==> config.mk <==
export PLATFORM = sky130hd
export DESIGN_NAME = shift_reg_univ
export DESIGN_NICKNAME = d
export VERILOG_FILES = /design/src/rtl/shift_reg_univ.sv
export SDC_FILE = /design/constraint.sdc
export NUM_CORES = 1
export LEC_CHECK = 0
export BUFFER_PORTS_ARGS = -buffer_cell sky130_fd_sc_hd__buf_2
export CORE_MARGIN = 2
export CORE_UTILIZATION = 50
export CTS_CLUSTER_DIAMETER = 40
export DETAILED_ROUTE_END_ITERATION = 10
export PLACE_DENSITY = 0.8
export SYNTH_ARGS = -nofsm -noshare
export SYNTH_HDL_FRONTEND = slang
export SYNTH_SLANG_ARGS = --single-unit
==> constraint.sdc <==
create_clock -name clk -period 1.86 [get_ports clk]
set_input_delay 0.279 -clock clk [delete_from_list [all_inputs] [get_ports clk]]
set_output_delay 0.279 -clock clk [all_outputs]
set_load 0.1 [all_outputs]
==> src/rtl/shift_reg_univ.sv <==
// Universal shift register with a serial-out burst engine.
// Modes 0-6 are single-edge register operations gated by en. Mode 7 with start
// loads pdata and then shifts it out MSB-first on sout over WIDTH cycles, with
// busy asserted for the whole burst and a one-cycle done pulse at the end.
module shift_reg_univ #(
  parameter int unsigned      WIDTH   = 4,
  parameter logic [WIDTH-1:0] RST_VAL = '0
) (
  input  logic             clk,
  input  logic             rst,
  input  logic             en,
  input  logic [2:0]       mode,
  input  logic             sin_l,
  input  logic             sin_r,
  input  logic [WIDTH-1:0] pdata,
  input  logic             start,
  output logic [WIDTH-1:0] q,
  output logic             sout,
  output logic             busy,
  output logic             done
);

  localparam int unsigned    CntW    = $clog2(WIDTH);
  localparam logic [CntW-1:0] CntLast = CntW'(WIDTH - 1);
  localparam logic [CntW-1:0] CntOne  = CntW'(1);

  localparam logic [2:0] ModeHold  = 3'd0;
  localparam logic [2:0] ModeShl   = 3'd1;
  localparam logic [2:0] ModeShr   = 3'd2;
  localparam logic [2:0] ModeRol   = 3'd3;
  localparam logic [2:0] ModeRor   = 3'd4;
  localparam logic [2:0] ModeLoad  = 3'd5;
  localparam logic [2:0] ModeAsr   = 3'd6;
  localparam logic [2:0] ModeBurst = 3'd7;

  typedef enum logic [1:0] {
    StIdle  = 2'd0,
    StLoad  = 2'd1,
    StShift = 2'd2
  } state_e;

  state_e            state_q, state_d;
  logic [WIDTH-1:0]  q_q, q_d;
  logic [CntW-1:0]   count_q, count_d;
  logic              busy_q, busy_d;
  logic              done_q, done_d;

  logic [WIDTH-1:0]  op_result;
  logic [WIDTH-1:0]  burst_shift;

  // Result of the single-edge register operation selected by mode
  always_comb begin
    op_result = q_q;
    case (mode)
      ModeHold:  op_result = q_q;
      ModeShl:   op_result = {q_q[WIDTH-2:0], sin_l};
      ModeShr:   op_result = {sin_r, q_q[WIDTH-1:1]};
      ModeRol:   op_result = {q_q[WIDTH-2:0], q_q[WIDTH-1]};
      ModeRor:   op_result = {q_q[0], q_q[WIDTH-1:1]};
      ModeLoad:  op_result = pdata;
      ModeAsr:   op_result = {q_q[WIDTH-1], q_q[WIDTH-1:1]};
      ModeBurst: op_result = q_q;  // without start, burst select behaves as hold
      default:   op_result = q_q;
    endcase
  end

  // Burst shifting always moves toward the MSB so sout presents data MSB first
  always_comb begin
    burst_shift = {q_q[WIDTH-2:0], sin_l};
  end

  // Next-state logic: burst FSM takes priority over the en-gated mode operations
  always_comb begin
    state_d = state_q;
    q_d     = q_q;
    count_d = count_q;
    done_d  = 1'b0;

    unique case (state_q)
      StIdle: begin
        // start is honoured regardless of en
        if (mode == ModeBurst && start) begin
          q_d     = pdata;
          count_d = CntLast;
          state_d = StLoad;
        end else if (en) begin
          q_d = op_result;
        end
      end
      StLoad: begin
        // First shift edge; the count stays at WIDTH-1 so that WIDTH shift edges
        // in total bring it to zero on edge N+WIDTH
        q_d     = burst_shift;
        state_d = StShift;
      end
      StShift: begin
        q_d = burst_shift;
        if (count_q != '0) begin
          count_d = count_q - CntOne;
        end
        // Leaving on the edge where count reaches zero; <= guards a stuck zero
        if (count_q <= CntOne) begin
          state_d = StIdle;
          done_d  = 1'b1;
        end
      end
      default: begin
        state_d = StIdle;
        count_d = '0;
      end
    endcase

    busy_d = (state_d != StIdle);
  end

  // All state with asynchronous active-high reset
  always_ff @(posedge clk or posedge rst) begin
    if (rst) begin
      state_q <= StIdle;
      q_q     <= RST_VAL;
      count_q <= '0;
      busy_q  <= 1'b0;
      done_q  <= 1'b0;
    end else begin
      state_q <= state_d;
      q_q     <= q_d;
      count_q <= count_d;
      busy_q  <= busy_d;
      done_q  <= done_d;
    end
  end

  // Registered outputs
  always_comb begin
    q    = q_q;
    sout = q_q[WIDTH-1];
    busy = busy_q;
    done = done_q;
  end

endmodule

==> results of run 1 <==
[worst reg2reg max path, stage by stage (launching register included)]
cell and delay (ns):
dfrtp_1 0.39, inv_1 0.08, ha_1 0.29, inv_2 0.12, nor2_1 0.07, a221oi_4 0.39, o211ai_1 0.16, o21a_1 0.13
[sequential cells by signal, summed over array words and instances, names as in the netlist]
register  count
q             4
count_q       2
state_q       2
busy          1
done          1
[synthesized netlist by cell type, types with 3 or more instances]
cell type and instances:
dfrtp_1 10, nand2b_1 3, nor2_1 7, o21a_1 3, a221oi_1 3, a21oi_1 7
ha_1 6, buf_2 3, o21ai_0 4, nand2_1 6, inv_1 8
[stage by stage]
stage	hold slack, ns	setup slack (ns)	cells	utilization
after floorplan	0.119	0.00663	92	-
after global placement	0.269	0.212	123	0.595
after detailed placement	0.269	0.110	123	0.595
after CTS	0.343	0.103	128	0.626
after global routing	0.374	0.000285	128	0.626
final	0.332	0.129	128	0.626
[routing by layer]
metal	wire length (um)	share of wire
met1	722	0.44
met2	856	0.52
met3	73	0.044
met4	6	0.0036
met5	0	0
[what timing repair did]
item | in CTS | in global routing
setup endpoints to repair | 0 | 4
hold buffers | 1 | 0
endpoints found under the hold margin | 10 | 0
[cell type report]
type / instances / area (um^2) / share of cell area
clock buffer: 4 / 36.3 / 0.0389
inverter: 9 / 33.8 / 0.0362
multi-input combinational: 69 / 487 / 0.522
sequential: 10 / 250 / 0.268
tap: 16 / 20.0 / 0.0215
timing repair buffer: 20 / 105 / 0.113
[cell families after synthesis]
logic type,after synthesis,share of synthesized area
mux,1,0.0126
buf+inv,13,0.0710
compound gates,35,0.323
simple gates,27,0.183
fa+ha+maj,6,0.0946
flops,10,0.315
[worst min-delay path by stage]
| stage | cells after the start | to | start | slack [ns] |
|---|---|---|---|---|
| after floorplan | 1 | busy$_DFF_PP0_ | rst | 0.12 |
| after global placement | 2 | q[1]$_DFFE_PP0P_ | rst | 0.27 |
| after detailed placement | 2 | q[1]$_DFFE_PP0P_ | rst | 0.27 |
| after CTS | 3 | q[0]$_DFFE_PP0P_ | sin_l | 0.34 |
| after global routing | 3 | q[0]$_DFFE_PP0P_ | sin_l | 0.37 |
| final | 3 | q[0]$_DFFE_PP0P_ | sin_l | 0.33 |
==> metrics.md, run 1 <==
| Metric | Value |
|---|---|
| CTS Buf Count | `3` |
| Number of global-route vias before repair | `707` |
| FF-to-FF path depth | `7` |
| CP Max Fanout | `8` |
| H-tree levels | `1` |
| Worst R2R End | `q[1]$_DFFE_PP0P_` |
| Synthesized flop and latch total | `10` |
| DIE HEIGHT | `~44 um` |
| Internal reg-to-reg setup slack | `0.13 ns` |
| Core area | `1490 um^2` |
| Drt wl/cell | `about 13 um` |
| Clock Latency Late Sink | `~0.26 ns` |
| Vias per cell | `roughly 5.8` |
| Final wirelength | `1660 um` |
| Post-synth EDFFs | `0` |
| Maxcap violations | `0` |
| Port buffer count | `19` |
| Leading area contributor after synthesis | `dfrtp_1` |
| Die X | `around 44 um` |
| GRT overflow | `0` |
| Final setup vio count | `0` |
| Routability cong. | `0.818` |
| CTS Buffer Depth | `2` |
| Antenna cells | `0` |
| Crit-path slowest cell | `dfrtp_1` |
| Final TNS setup | `0 ns` |
| Bufs and invs on worst path | `2` |
| Cts repair resizes | `0` |
| Main synth FF type | `dfrtp_1` |
| Final HPWL DP | `around 1300 um` |
| Post-CTS Setup Bufs | `0` |
| Met2 Usage GRT | `0.329` |
| Share of post-route cells with drive strength above 1 | `0.232` |
| DP Area | `approximately 890 um^2` |
| Slowest stage delay, CP | `around 0.39 ns` |
| Critical Path RT | `slightly above 2 ns` |
| Endpoint class of the critical path | `register` |
| Antenna violations before repair | `0` |
| Post-synthesis async set-or-reset flop share | `1.00` |
| DIE AREA | `1920 um^2` |
| Hold/Removal Path Class | `in2reg` |
| Yosys warns | `0` |
| Most Crowded Layer GR | `met2` |
| Area delta synth->final | `17.5%` |
| Clock-pin transition on the worst setup and hold timing paths | `0.06 ns` |
| Critical path origin | `state_q[0]$_DFF_PP0_` |
| F_max | `578 MHz` |
| Setup crit end | `q[1]$_DFFE_PP0P_` |
| CTS sink cnt | `10` |
| Crit-path cells | `inv_1 -> ha_1 -> inv_2 -> nor2_1 -> a221oi_4 -> o211ai_1 -> o21a_1` |
| Most common cell after layout, fill and taps aside | `buf_2` |
| Most frequent cells in the layout | `buf_2, dfrtp_1, inv_1` |
| Instance count on the critical path | `7` |
| Slew @ Worst Pin | `between 0.4 and 0.5 ns` |
| Largest net degree at the start of global routing | `17` |
| Root buf cell | `clkbuf_4` |
| Worst Setup Start Kind | `register` |
| Library cells used by synthesis | `36` |
| Met1 track demand over resource | `0.242` |
| First-pass DRT Iterations | `4` |
| CP top delay family | `compound AO/OA/AOI/OAI gates` |
| Slew HR | `0.679` |
| # DRC | `0` |
| Register area share after synthesis | `0.315` |
| FILL cells | `around 130` |
| Synthesized area | `a little under 800 um^2` |
| Post-route minimum period | `1.73 ns` |
| Initial Util | `0.533` |
| Final period util | `0.931` |
| Worst r2r src | `state_q[0]$_DFF_PP0_` |
| Top cell type's share of synthesized area | `0.315` |
| # IOs | `20` |
| Syn Inst Count | `92` |
| Routing usage on met3 | `0.0667` |
| Setup CP Type | `reg2reg` |
| Max-slew violations | `0` |
| Post-Syn Nets | `roughly 110` |
| Syn_area_per_cell | `around 8.6 um^2` |
| Final ANT Viol Nets | `0` |
| Final hold violations | `0` |
| Clock skew | `about 0.0045 ns` |
| RSZ-0062 raised after global routing | `no` |
| CTS tree | `done` |
| Outcome | `finished clean` |
| Vias | `approximately 750` |
| Std-Cell Rows | `14` |
| NumNets Final | `around 130` |
| First-pass GRT wire length | `between 2000 and 3000 um` |
| 1st-iter DRT viols | `31` |
| Final Cell Area | `between 900 and 1000 um^2` |
| Total track usage | `0.194` |
| Arrival time worst endpoint | `1.89 ns` |
| Area contributors post-synth | `dfrtp_1, ha_1, a21oi_1` |
Power of run 1 is not shown: default switching activity piles up to over one toggle a cycle in this logic, so the estimate is an artifact.
==> inputs of run 2 (changes only) <==
ABC_AREA = 1   (was not set)
CELL_PAD_IN_SITES_DETAIL_PLACEMENT = 0   (was not set)
CELL_PAD_IN_SITES_GLOBAL_PLACEMENT = 1   (was not set)
CORE_UTILIZATION = 35   (was 50)
SETUP_SLACK_MARGIN = 0.4   (was not set)
==> metrics.md, run 2 <==
| Metric | Value |
|---|---|
| Post-Place Cells | `166 (+35%)` |
| NumNets Final | `167 (+27%)` |
| Core area | `2190 um^2 (+47%)` |
| CP Max Fanout | `5 (-3)` |
| Final period util | `0.757 (-0.174)` |
| Top sig layer | `met4` |
| Endpoint class of the critical path | `output port` |
| Vias | `802 (+7.7%)` |
| Post-synth EDFFs | `0 (unchanged)` |
| CTS tree | `done` |
| Antenna violations before repair | `0 (unchanged)` |
| Arrival time worst endpoint | `1.13 ns (-0.76 ns)` |
| Final TNS setup | `0 ns (unchanged)` |
| Area delta synth->final | `24.1%` |
| DP Area | `918 um^2 (+3.7%)` |
| Routability cong. | `0.722 (-12%)` |
| Area contributors post-synth | `dfrtp_1, nand2_1, ha_1` |
| CTS Buf Count | `3 (unchanged)` |
| GRT overflow | `0 (unchanged)` |
| Hold/Removal Path Class | `in2reg` |
| Leading area contributor after synthesis | `dfrtp_1` |
| Total track usage | `0.164 (-0.0305)` |
| Final Cell Area | `997 um^2 (+7.0%)` |
| Max-slew violations | `0 (unchanged)` |
| Most common cell after layout, fill and taps aside | `nand2_1` |
| 1st-iter DRT viols | `13 (-58%)` |
| # IOs | `20 (unchanged)` |
| Met2 wire length | `840 um (-1.9%)` |
| Worst Setup Start Kind | `register` |
| RSZ-0062 raised after global routing | `no` |
| Setup CP Type | `reg2out` |
| Top cell type's share of synthesized area | `0.312 (-0.00393)` |
| Peak supply drop | `~0.00084 V` |
| DIE HEIGHT | `51.9 um (+18%)` |
| Clock-pin transition on the worst setup and hold timing paths | `0.07 ns (about the same)` |
| Die X | `51.9 um (+18%)` |
| Slew @ Worst Pin | `0.486 ns (+0.00120 ns)` |
| Final setup vio count | `0 (unchanged)` |
| Register area share after synthesis | `0.312 (-0.00393)` |
| Largest net degree at the start of global routing | `11 (-6)` |
| Final HPWL DP | `1460 um (+8.5%)` |
| Fin util | `0.455 (-0.171)` |
| Power per Cell Area | `1820 nW/um^2` |
| Critical Path RT | `1.58 ns (-0.44 ns)` |
| Post-synthesis async set-or-reset flop share | `1.00 (unchanged)` |
| Final ANT Viol Nets | `0 (unchanged)` |
| Crit-path cells | `buf_2` |
| First-pass DRT Iterations | `5 (+1)` |
| P_leak | `slightly below 0.6 nW` |
| Max reg flops | `4 (unchanged)` |
| Vias per cell | `4.58 (-21%)` |
| Slowest stage delay, CP | `0.45 ns (+0.06 ns)` |
| Final hold violations | `0 (unchanged)` |
| Pwr Total | `about 1.8 mW` |
| Root buf cell | `clkbuf_4` |
| Std-Cell Rows | `17 (+3)` |
| Share of post-route cells with drive strength above 1 | `0.238 (+0.00595)` |
| Clock skew | `0.00412 ns (-0.000365 ns)` |
| Antenna cells | `0 (unchanged)` |
| CTS sink cnt | `10 (unchanged)` |
| Most frequent cells in the layout | `nand2_1, buf_2, inv_1` |
| Clock Latency Late Sink | `0.27 ns (about the same)` |
| Post-Syn Nets | `141 (+27%)` |
| Maxcap violations | `0 (unchanged)` |
| Layout Cells excl Fill | `175 (+37%)` |
| CP top delay family | `buffers and inverters` |
| Crit-path slowest cell | `buf_2` |
| F_max | `711 MHz (+23%)` |
| WL met3 | `70 um (-4.1%)` |
| Synth cell count leaders | `nand2_1, inv_1, nand3_1` |
| Bufs and invs on worst path | `1 (-1)` |
| Outcome | `finished clean` |
| CTS Buffer Depth | `2 (unchanged)` |
| Port buffer count | `19 (unchanged)` |
| Syn Inst Count | `122 (+33%)` |
| Syn_area_per_cell | `6.58 um^2 (-24%)` |
| DIE AREA | `2690 um^2 (+40%)` |
| # DRC | `0 (unchanged)` |
| Number of global-route vias before repair | `803 (+14%)` |
| M1 WL | `858 um (+19%)` |
| Initial Util | `0.367 (-0.166)` |
| H-tree levels | `1 (unchanged)` |
| Synthesized area | `803 um^2 (+1.3%)` |
| Library cells used by synthesis | `17 (-53%)` |
| Yosys warns | `0 (unchanged)` |
| Most common cell in the synthesized netlist | `nand2_1` |
| Post-route minimum period | `1.41 ns (-0.324 ns)` |
| Main synth FF type | `dfrtp_1` |
| Slew HR | `0.678 (-0.000793)` |
| Final wirelength | `1800 um (+8.7%)` |
| First-pass GRT wire length | `3280 um (+15%)` |
| Drt wl/cell | `10.3 um (-20%)` |
| Synthesized flop and latch total | `10 (unchanged)` |
-- run 2: cell types whose count changed after synthesis, moves of 4 or more --
cell     previous run  this run
nand2_1             6        41
nand3_1             1        14
inv_1               8        17
nor2_1              7        12
a21oi_1             7         3
o21ai_0             4         8
-- run 2: report_power, final --
group	switching (mW)	internal [mW]
combinational	0.900	0.311
clock	0.0760	0.119
sequential	0.0907	0.323
total	1.07	0.753
-- run 2: cell families (layout without fill, tap and decap cells) --
| logic type | Yosys count | in the layout | share of synthesized area |
|---|---|---|---|
| buf+inv | 20 | 45 | 0.101 |
| compound gates | 13 | 13 | 0.0888 |
| simple gates | 73 | 73 | 0.405 |
| fa+ha+maj | 6 | 6 | 0.0935 |
| flops | 10 | 10 | 0.312 |
-- run 2: layer usage --
metal / up-vias / GRT usage
met3: 3 / 0.0287
met4: 0 / 0.0877
met2: 14 / 0.266
met1: 347 / 0.204
met5: - / 0
li1: 438 / -
-- run 2: worst paths after layout --
path                                        start          endpoint  cells past startpoint  slack, ns
min                                      pdata[3]  q[3]$_DFFE_PP0P_                      5       0.33
max in group asynchronous                     rst  q[3]$_DFFE_PP0P_                      3       1.05
min reg2reg                count_q[1]$_DFFE_PP0P_    done$_DFF_PP0_                      1       0.47
max reg2reg                  state_q[0]$_DFF_PP0_  q[3]$_DFFE_PP0P_                      6       0.48
max                              q[1]$_DFFE_PP0P_              q[1]                      1       0.45
min in group asynchronous                     rst  q[2]$_DFFE_PP0P_                      3       0.52
-- run 2: area by class of cell --
type                       instances  area, um^2
fill                             237        1190
multi-input combinational         92         472
sequential                        10         253
timing repair buffer              24         138
inverter                          17        63.8
clock buffer                       4        36.3
tap                               28        35.0
-- run 2: repair_timing --
action,4_1_cts,5_1_grt
setup buffers,0,4
gates resized for setup,0,3
hold buffers,1,0
endpoints found under the hold margin,10,0
endpoints found under the setup margin,0,7
-- run 2: metrics by stage --
stage / hold slack (ns) / setup slack, ns
2_1_floorplan: 0.119 / 0.440
3_3_place_gp: 0.271 / 0.480
3_5_place_dp: 0.281 / 0.417
4_1_cts: 0.310 / 0.414
5_1_grt: 0.335 / 0.405
6_report: 0.326 / 0.453
(Power assumes the default switching activity.)
